$ cat config.mk
export PLATFORM = sky130hd
export DESIGN_NAME = uart_rx_fifo
export DESIGN_NICKNAME = d
export VERILOG_FILES = /design/src/rtl/uart_pkg.sv /design/src/rtl/sync_fifo.sv /design/src/rtl/uart_rx_fifo.sv
export SDC_FILE = /design/constraint.sdc
export NUM_CORES = 1
export LEC_CHECK = 0
export BUFFER_PORTS_ARGS = -buffer_cell sky130_fd_sc_hd__buf_2
export CORE_MARGIN = 5
export CORE_UTILIZATION = 50
export DETAILED_ROUTE_END_ITERATION = 12
export PLACE_DENSITY_LB_ADDON = 0.25
export SETUP_SLACK_MARGIN = 0.2
export SLEW_MARGIN = 5
export SYNTH_ARGS = -nofsm -noshare
export SYNTH_HDL_FRONTEND = slang
export SYNTH_SLANG_ARGS = --single-unit
$ cat constraint.sdc
create_clock -name clk -period 3.5 [get_ports clk]
set_input_delay 0.525 -clock clk [delete_from_list [all_inputs] [get_ports clk]]
set_output_delay 0.525 -clock clk [all_outputs]
set_load 0.02 [all_outputs]
$ cat src/rtl/uart_pkg.sv
// uart_pkg: shared enums, sample offsets and helpers for the UART receiver
package uart_pkg;
  typedef enum logic [1:0] {PAR_NONE, PAR_ODD, PAR_EVEN} parity_e;
  typedef enum logic [2:0] {IDLE, START, DATA, PAR, STOP} rx_state_e;
  localparam int SMP_EARLY_OFS = -1;
  localparam int SMP_LATE_OFS = 1;
  function automatic logic maj3(input logic a, input logic b, input logic c);
    return (a & b) | (c & (a | b));
  endfunction
endpackage

$ cat src/rtl/sync_fifo.sv
// sync_fifo: first-word-fall-through FIFO with a registered head output
module sync_fifo #(
  parameter int WIDTH = 8,
  parameter int DEPTH = 4
) (
  input  logic clk,
  input  logic rst,
  input  logic push,
  input  logic pop,
  input  logic [WIDTH-1:0] din,
  output logic [WIDTH-1:0] dout,
  output logic empty,
  output logic full,
  output logic [$clog2(DEPTH):0] count
);
  localparam int AW = $clog2(DEPTH);
  logic [WIDTH-1:0] r_mem [DEPTH];
  logic [AW-1:0] r_wr, r_rd, w_rd_next;
  logic [AW:0] r_count, w_left;
  logic w_push, w_pop;
  assign empty = r_count == '0;
  assign full = r_count == (AW+1)'(DEPTH);
  assign count = r_count;
  assign w_pop = pop & ~empty;
  assign w_push = push & (~full | w_pop);
  assign w_rd_next = r_rd + AW'(w_pop);
  assign w_left = r_count - (AW+1)'(w_pop);
  always_ff @(posedge clk)
    if (w_push) r_mem[r_wr] <= din;
  // The head register is loaded with whatever will be at the front after this cycle's pop/push
  always_ff @(posedge clk) begin
    if (rst) begin
      r_wr <= '0;
      r_rd <= '0;
      r_count <= '0;
      dout <= '0;
    end else begin
      r_wr <= r_wr + AW'(w_push);
      r_rd <= w_rd_next;
      r_count <= w_left + (AW+1)'(w_push);
      if (w_left != '0) dout <= r_mem[w_rd_next];
      else if (w_push) dout <= din;
    end
  end
endmodule

$ cat src/rtl/uart_rx_fifo.sv
// uart_rx_fifo: oversampling UART receiver with configurable framing,
// majority-vote sampling, sticky error flags and a FWFT receive FIFO
module uart_rx_fifo
  import uart_pkg::*;
#(
  parameter int BAUD_DIV = 27,
  parameter int OVERSAMPLE = 16,
  parameter int DATA_BITS = 8,
  parameter int PARITY = 0,
  parameter int STOP_BITS = 1,
  parameter int FIFO_DEPTH = 4
) (
  input  logic clk,
  input  logic Rst,
  input  logic rx,
  input  logic rd_en,
  input  logic clr_err,
  output logic [DATA_BITS-1:0] dout,
  output logic valid,
  output logic [$clog2(FIFO_DEPTH):0] count,
  output logic parity_err,
  output logic frame_err,
  output logic overrun
);
  localparam int BW = $clog2(BAUD_DIV + 1);
  localparam int SW = $clog2(OVERSAMPLE);
  localparam int NW = $clog2(DATA_BITS + 1);
  localparam int S_CTR = OVERSAMPLE / 2;
  localparam logic [SW-1:0] S_EARLY = SW'(S_CTR + SMP_EARLY_OFS);
  localparam logic [SW-1:0] S_MID = SW'(S_CTR);
  localparam logic [SW-1:0] S_LATE = SW'(S_CTR + SMP_LATE_OFS);
  localparam logic [SW-1:0] S_LAST = SW'(OVERSAMPLE - 1);
  localparam parity_e PMODE = parity_e'(PARITY);
  rx_state_e r_state, w_next;
  logic [1:0] r_sync, r_smp;
  logic [BW-1:0] r_baud;
  logic [SW-1:0] r_s;
  logic [NW-1:0] r_bit;
  logic [DATA_BITS-1:0] r_shift;
  logic r_stop, r_armed, r_perr, r_ferr, r_push, r_push_perr;
  logic w_rx_s, w_tick, w_mid, w_end, w_maj, w_par_exp, w_done, w_bad, w_pop, w_full, w_empty;
  assign w_rx_s = r_sync[1];
  assign w_tick = r_state != IDLE && r_baud == '0;
  assign w_mid = w_tick && r_s == S_LATE;
  assign w_end = w_tick && r_s == S_LAST;
  assign w_maj = maj3(r_smp[0], r_smp[1], w_rx_s);
  assign w_par_exp = (PMODE == PAR_ODD) ? ~^r_shift : ^r_shift;
  assign w_bad = r_ferr | ~w_maj;
  assign w_pop = rd_en & valid;
  assign valid = ~w_empty;
  always_comb begin
    w_next = r_state;
    w_done = 1'b0;
    case (r_state)
      IDLE:  if (r_armed && !w_rx_s) w_next = START;
      START: if (w_mid && w_maj) w_next = IDLE; else if (w_end) w_next = DATA;
      DATA:  if (w_end && r_bit == NW'(DATA_BITS)) w_next = (PMODE == PAR_NONE) ? STOP : PAR;
      PAR:   if (w_end) w_next = STOP;
      STOP:  if (w_mid && r_stop == 1'(STOP_BITS - 1)) begin
        w_next = IDLE;
        w_done = 1'b1;
      end
      default: w_next = IDLE;
    endcase
  end
  always_ff @(posedge clk) begin
    if (Rst) begin
      r_state <= IDLE;
      r_sync <= '0;
      r_smp <= '0;
      r_baud <= BW'(BAUD_DIV - 1);
      r_s <= '0;
      r_bit <= '0;
      r_shift <= '0;
      r_stop <= 1'b0;
      r_armed <= 1'b0;
      r_perr <= 1'b0;
      r_ferr <= 1'b0;
      r_push <= 1'b0;
      r_push_perr <= 1'b0;
      parity_err <= 1'b0;
      frame_err <= 1'b0;
      overrun <= 1'b0;
    end else begin
      r_state <= w_next;
      r_sync <= {r_sync[0], rx};
      r_baud <= (r_state == IDLE || w_tick) ? BW'(BAUD_DIV - 1) : r_baud - BW'(1);
      r_s <= (r_state == IDLE || w_end) ? '0 : r_s + SW'(w_tick);
      if (w_tick && r_s == S_EARLY) r_smp[0] <= w_rx_s;
      if (w_tick && r_s == S_MID) r_smp[1] <= w_rx_s;
      r_bit <= (r_state == DATA) ? r_bit + NW'(w_mid) : '0;
      r_stop <= (r_state == STOP) ? r_stop ^ w_end : 1'b0;
      if (r_state == DATA && w_mid) r_shift <= {w_maj, r_shift[DATA_BITS-1:1]};
      r_perr <= (r_state == START) ? 1'b0 : (r_state == PAR && w_mid) ? (w_maj != w_par_exp) : r_perr;
      r_ferr <= (r_state == START) ? 1'b0 : r_ferr | (r_state == STOP && w_mid && !w_maj);
      // A bad stop may be a break: stay disarmed until the line is seen high again
      r_armed <= (w_done && w_bad) ? 1'b0 : r_armed | w_rx_s;
      r_push <= w_done && !w_bad;
      r_push_perr <= w_done && !w_bad && r_perr;
      parity_err <= r_push_perr | (parity_err & ~clr_err);
      frame_err <= (w_done & w_bad) | (frame_err & ~clr_err);
      overrun <= (r_push & w_full & ~w_pop) | (overrun & ~clr_err);
    end
  end
  sync_fifo #(.WIDTH(DATA_BITS), .DEPTH(FIFO_DEPTH)) u_fifo (
    .clk(clk),
    .rst(Rst),
    .push(r_push),
    .pop(w_pop),
    .din(r_shift),
    .dout(dout),
    .empty(w_empty),
    .full(w_full),
    .count(count)
  );
endmodule

# Word-level counts from Yosys, hierarchy flattened
# Memory sizes are Yosys's and may differ from the RTL's.
# Cells that the tools add are included.
[totals]
register_bits = 52
ram_bits = 32
input_bits = 5
mem_count = 1
[classes]
addsub = 7
n_eq_ne = 16
mux = 13
n_bitwise = 29
reduce_logical = 35
[mem_list]
columns = ["name", "depth", "word_bits", "read_ports", "rd_clocked_by_memory_dff", "write_ports", "line", "rtl"]
rows = [
  ["u_fifo.r_mem", 4, 8, 1, 0, 1, "sync_fifo.sv:17", "logic [WIDTH-1:0] r_mem [DEPTH];"],
]
[ops]
columns = ["cell", "count"]
rows = [
  ["two-way mux 3 bit", 6],
  ["equality test 4 bit (second input constant)", 4],
  ["logical AND 1 bit", 16],
  ["two-way mux 8 bit", 2],
  ["case mux 3 bit (5 select lines)", 1],
  ["OR reduction 2 bit", 6],
  ["AND 1 bit", 11],
  ["bitwise OR 1 bit", 9],
  ["adder 4 x 1 -> 4 bit", 2],
  ["inequality test 2 bit (second input constant)", 4],
  ["NOT 1 bit", 8],
  ["parity 8 bit", 1],
  ["equality test 3 x 2 -> 1 bit (second input constant)", 2],
  ["equality test 3 bit (second input constant)", 2],
  ["logical NOT 3 bit", 2],
  ["nonzero test 3 bit", 2],
  ["logical NOT 5 bit", 1],
  ["AND reduction 5 bit", 1],
  ["subtractor 5 x 1 -> 5 bit (second input constant)", 1],
  ["adder 2 x 1 -> 2 bit", 2],
  ["equality test 4 x 3 -> 1 bit (second input constant)", 1],
  ["two-way mux 1 bit", 4],
  ["adder 3 x 1 -> 3 bit", 1],
  ["equality test 3 x 1 -> 1 bit (second input constant)", 1],
  ["other kinds (7)", 10],
]

# Logic depth before layout (Yosys ltp)
[depth]
depth_word = 8
mapped_depth = 9
depth_no_buf = 9

# Cells and area by module
# Synthesis repeated with hierarchy kept, for this count alone.
[hier_totals]
hier_cells = 291
area_unflattened_um2 = 3540.9
[by_module_without_submodules]
columns = ["mod", "n_inst", "cells_each", "area_each_um2"]
rows = [
  ["sync_fifo", 1, 114, 1896.8],
  ["uart_rx_fifo", 1, 177, 1644.1],
]

# Worst setup path before layout
# No wires, ideal clock.
[synth_timing]
kind = "register to register"
start = "reg u_fifo.r_count[2], in the netlist u_fifo.count[2]"
end = "reg u_fifo.dout[6]"
setup_ns = 0.091
arrival_ns = 2.648
t_required_ns = 3.409
setup_slack_ns = 0.761
path_stages_with_launch = 10
path_buffers = 1
synth_period_minus_slack_ns = 2.739
path_cell_list = "dfxtp_1 > or3_1 > and2_1 > ha_1 > ha_1 > xor2_1 > nor3_1 > clkbuf_1 > nor2_1 > a311oi_1"
[synth_via]
elab_chain_cells = 7
word_cells_on_any_way = 14
[synth_lines]
columns = ["element", "line", "rtl"]
rows = [
  ["start, declared", "sync_fifo.sv:19", "logic [AW:0] r_count, w_left;"],
  ["start signal, assigned", "sync_fifo.sv:40", "r_count <= w_left + (AW+1)'(w_push);"],
  ["logical NOT 3 bit (*)", "sync_fifo.sv:21", "assign empty = r_count == '0;"],
  ["NOT 1 bit (*)", "uart_rx_fifo.sv:50", "assign valid = ~w_empty;"],
  ["via valid", "uart_rx_fifo.sv:19", "output logic valid,"],
  ["AND 1 bit", "uart_rx_fifo.sv:49", "assign w_pop = rd_en & valid;"],
  ["AND 1 bit (*)", "sync_fifo.sv:24", "assign w_pop = pop & ~empty;"],
  ["adder 2 x 1 -> 2 bit, or another cell as far along", "sync_fifo.sv:26", "assign w_rd_next = r_rd + AW'(w_pop);"],
  ["memory read (4 x 8 bit), or another cell as far along", "--", ""],
  ["two-way mux 8 bit / nonzero test 2 bit (equally long branches)", "--", ""],
  ["end signal, assigned", "sync_fifo.sv:41", "if (w_left != '0) dout <= r_mem[w_rd_next];"],
  ["end signal, assigned", "sync_fifo.sv:42", "else if (w_push) dout <= din;"],
  ["end, declared", "sync_fifo.sv:11", "output logic [WIDTH-1:0] dout,"],
]
# Mark *: on every way through the listed nets, which the timed path passes. The rest lies on a longest branch.
# A chain may end at the register's enable or synchronous reset.

# Worst setup path after layout
[layout_timing]
start = "reg r_baud[0]"
end = "reg r_shift[4]"
[layout_via]
elab_chain_cells = 4
[layout_lines]
columns = ["element", "line", "rtl"]
rows = [
  ["start, declared", "uart_rx_fifo.sv:36", "logic [BW-1:0] r_baud;"],
  ["start signal, assigned", "uart_rx_fifo.sv:71", "r_baud <= BW'(BAUD_DIV - 1);"],
  ["start signal, assigned", "uart_rx_fifo.sv:87", "r_baud <= (r_state == IDLE || w_tick) ? BW'(BAUD_DIV - 1) : r_baud - BW'(1);"],
  ["logical NOT 5 bit", "uart_rx_fifo.sv:43", "assign w_tick = r_state != IDLE && r_baud == '0;"],
  ["logical AND 1 bit", "uart_rx_fifo.sv:43", ""],
  ["logical AND 1 bit", "uart_rx_fifo.sv:44", "assign w_mid = w_tick && r_s == S_LATE;"],
  ["logical AND 1 bit", "uart_rx_fifo.sv:93", "if (r_state == DATA && w_mid) r_shift <= {w_maj, r_shift[DATA_BITS-1:1]};"],
  ["end signal, assigned", "uart_rx_fifo.sv:93", ""],
  ["end, declared", "uart_rx_fifo.sv:39", "logic [DATA_BITS-1:0] r_shift;"],
]
# Every way passes these cells.

==> impl_metrics.tcl <==
set metrics [dict create \
    initial_core_util 0.515 \
    cts-htree-levels 3 \
    cts.clk_slew.worst_paths_ns 0.08 \
    syn_nets 320 \
    synthToLayoutAreaGrowth_pct 12.9 \
    place_ws_ns 0.848 \
    fp.coreArea_um2 6790 \
    timing.final.crit_share 0.701 \
    startpoint_type "flop" \
    drv_slew 0 \
    die_height_um 93.6 \
    cts_buffers 9 \
    die-area_um2 8770 \
    cp.arrival_ns 2.66 \
    synthAdderAreaFrac 0.0429 \
    grt_max_degree 38 \
    p_sw_uw 756 \
    hold_class "primary input to flop" \
    synth_area_leaders "dfxtp_1 30%, edfxtp_1 27%, mux4_2 5.2%" \
    yosysTopAreaCell "dfxtp_1" \
    overflow 0 \
    pwr-share-seq 0.445 \
    via_count 2269 \
    clock_sinks 84 \
    synth_cell_types 42 \
    design_area_um2 3950 \
    drcViolationCount 0 \
    routed-wl-met3_um 304 \
    tightest_slew_ns 0.727 \
    crit_chain "inv_1, ha_1, or4b_1, buf_4, or3_4, nor3_4, mux2i_1, nor2_1" \
    clockBufferDepth 2 \
    rsz0062_at_grt "no" \
    synth_xor_xnor_area_share 0.0490 \
    netlist_area_um2 3500 \
    wire_per_inst_um 14.9 \
    final_core_util 0.581 \
    intPower_uw 1760 \
    synth-compound-area-share 0.0565 \
    cts-root-buf "clkbuf_8" \
    finalClockSkew_ns 0.00927 \
    synth-main-ff-cell "dfxtp_1" \
    path_class "flop to flop" \
    port_buffers 19 \
    maxUsedRoutingLayer "met4" \
    vdd_ir_drop_max_v 0.000233 \
    antenna_found_initial 0 \
    via_per_inst 5.28 \
    status "completed" \
    drive_above_1_share 0.159 \
    synthSimpleGateAreaFrac 0.173 \
    synth_top_family_by_area "simple AND/OR/NAND/NOR gates" \
    critPathRequiredTime_ns 3.70 \
    dieWidth_um 93.6 \
    min_period_ns 2.45 \
    comb_power_share 0.251 \
    setup_tns_ns 0 \
    yosys_warnings 0 \
    clock.fmax_mhz 407 \
    synth_enable_flop_cells 32 \
    yosysSeqAreaShare 0.572 \
    cts_setup_buffers 0 \
    hold_buffers 0 \
    synth_common_cells "52 x dfxtp_1, 39 x nor2_1, 32 x edfxtp_1" \
    synth_area_per_cell_um2 11.5 \
    fp-row-count 30 \
    grt_usage 0.159 \
    tritoncts "done" \
    diodes 0 \
    synth_most_common_cell "dfxtp_1" \
    worstSkewPairLatency_ns 0.35 \
    fin_ws_ns 1.05 \
    synthArstFlopShare 0 \
    drt_wl_total_um 6400 \
    synthMuxAreaShare 0.0830 \
    cts_resized 0 \
    gp_congestion 0.890 \
    dp_hpwl_um 4330 \
    power_frac_clock 0.304 \
    met2WireLength_um 2960 \
    holdWs_ns 0.396 \
    max-cap-violations 0 \
    min_delay_path_depth 2 \
    postRouteAntennaNets 0 \
    worstRegToRegCells 8 \
    switching_share 0.300 \
    max_slew_margin 0.515 \
    dr.pass1.iters 4 \
    cp_max_fo 12 \
    dpl-instance-area_um2 3720 \
    p_per_area_nw_per_um2 638 \
    p_leak_uw 0.00151 \
    wl_met1_um 3070 \
    max_stage_delay_ns 0.50 \
    grt_pass1_vias 2167 \
    slowest_stage "nor3_4" \
    synth_top_area_frac 0.298 \
    hold_viol 0 \
    drt-initial-drc-count 150 \
    ys_seq_elements 84 \
    setup_viol 0 \
    nets 346 \
    boundaryPins 20 \
    crit_path_end_kind "flop" \
    grt_pass1_wl_um 10600 \
    syn_inst 303 \
]
## cell families (layout without fill, tap and decap cells)
group | count (synthesis) | in the layout
compound gates | 28 | 28
xor+xnor | 18 | 18
fa+ha+maj | 12 | 12
buf+inv | 22 | 53
flops | 84 | 84
mux | 19 | 19
simple gates | 120 | 120
## registers in the layout, indices dropped and copies added, names as in the netlist, 2 cells and up
name and flops:
u_fifo.r_rd 2, r_shift 8, u_fifo.r_mem 32, r_sync 2, r_baud 5, r_bit 4, r_s 4, r_smp 2
u_fifo.count 3, u_fifo.r_wr 2, u_fifo.dout 8, r_state 3
## metal layers
| layer | vias to the layer above | global-route usage |
|---|---|---|
| met5 | - | 0 |
| met4 | 0 | 0.0650 |
| met3 | 4 | 0.0386 |
| met2 | 44 | 0.232 |
| met1 | 1097 | 0.225 |
| li1 | 1124 | - |
## power groups by stage
stage | sequential, uW | clock (uW) | combinational [uW]
floorplan | 1180 | 0 | 431
global placement | 1140 | 0 | 623
detailed placement | 1140 | 0 | 636
CTS | 1120 | 780 | 639
global route | 1130 | 821 | 703
finish | 1120 | 765 | 633
## worst paths after layout
path	startpoint	end	slack, ns
hold reg to reg	r_push_perr	parity_err	0.44
hold / removal	rx	r_sync[0]	0.40
setup / recovery	r_baud[0]	r_shift[4]	1.05
setup reg to reg	r_baud[0]	r_shift[4]	1.05
## cell usage in the layout (no fill, tap or decap), types with 2 or more instances in the layout
cell / netlist / routed
inv_1: 11 / 11
bufinv_16: 0 / 2
xor2_1: 4 / 4
nand2b_1: 4 / 4
edfxtp_1: 32 / 32
nor3_1: 12 / 12
mux2i_1: 11 / 11
nor4_1: 2 / 2
a21oi_1: 8 / 8
buf_2: 0 / 19
a311oi_1: 8 / 8
nor4b_1: 2 / 2
dfxtp_1: 52 / 52
mux4_2: 8 / 8
xnor2_1: 13 / 13
nor2b_1: 8 / 8
o21ai_0: 2 / 2
and3_1: 2 / 2
or3_1: 3 / 3
clkbuf_8: 0 / 10
nor2_1: 39 / 39
nand3_1: 4 / 4
ha_1: 12 / 12
buf_4: 0 / 7
or4b_1: 2 / 2
clkinv_2: 0 / 2
nand2_1: 27 / 27
and2_1: 9 / 9
## final cells by class
cell class              count  area [um^2]
inverters                  11         41.3
fillers                   568         2850
multi-input cells         197         1410
flip-flops and latches     84         2000
clock inverters             6         86.3
clock buffers              10          138
well taps                  96          120
repair buffers             26          148
## per-stage QoR
stage	std cells	total power (uW)
CTS	430	2540
finish	430	2520
floorplan	303	1610
global route	430	2650
global placement	414	1770
detailed placement	414	1780
## worst max-delay path, delay by kind of cell (launching register included)
family | cells | cell delay, ns
adder cells (fa/ha/maj) | 1 | 0.13
multiplexers | 1 | 0.25
buffers and inverters | 2 | 0.26
flip-flops | 1 | 0.33
AND/OR/NAND/NOR | 4 | 1.35
No activity file was read; power rests on OpenSTA's default activity.
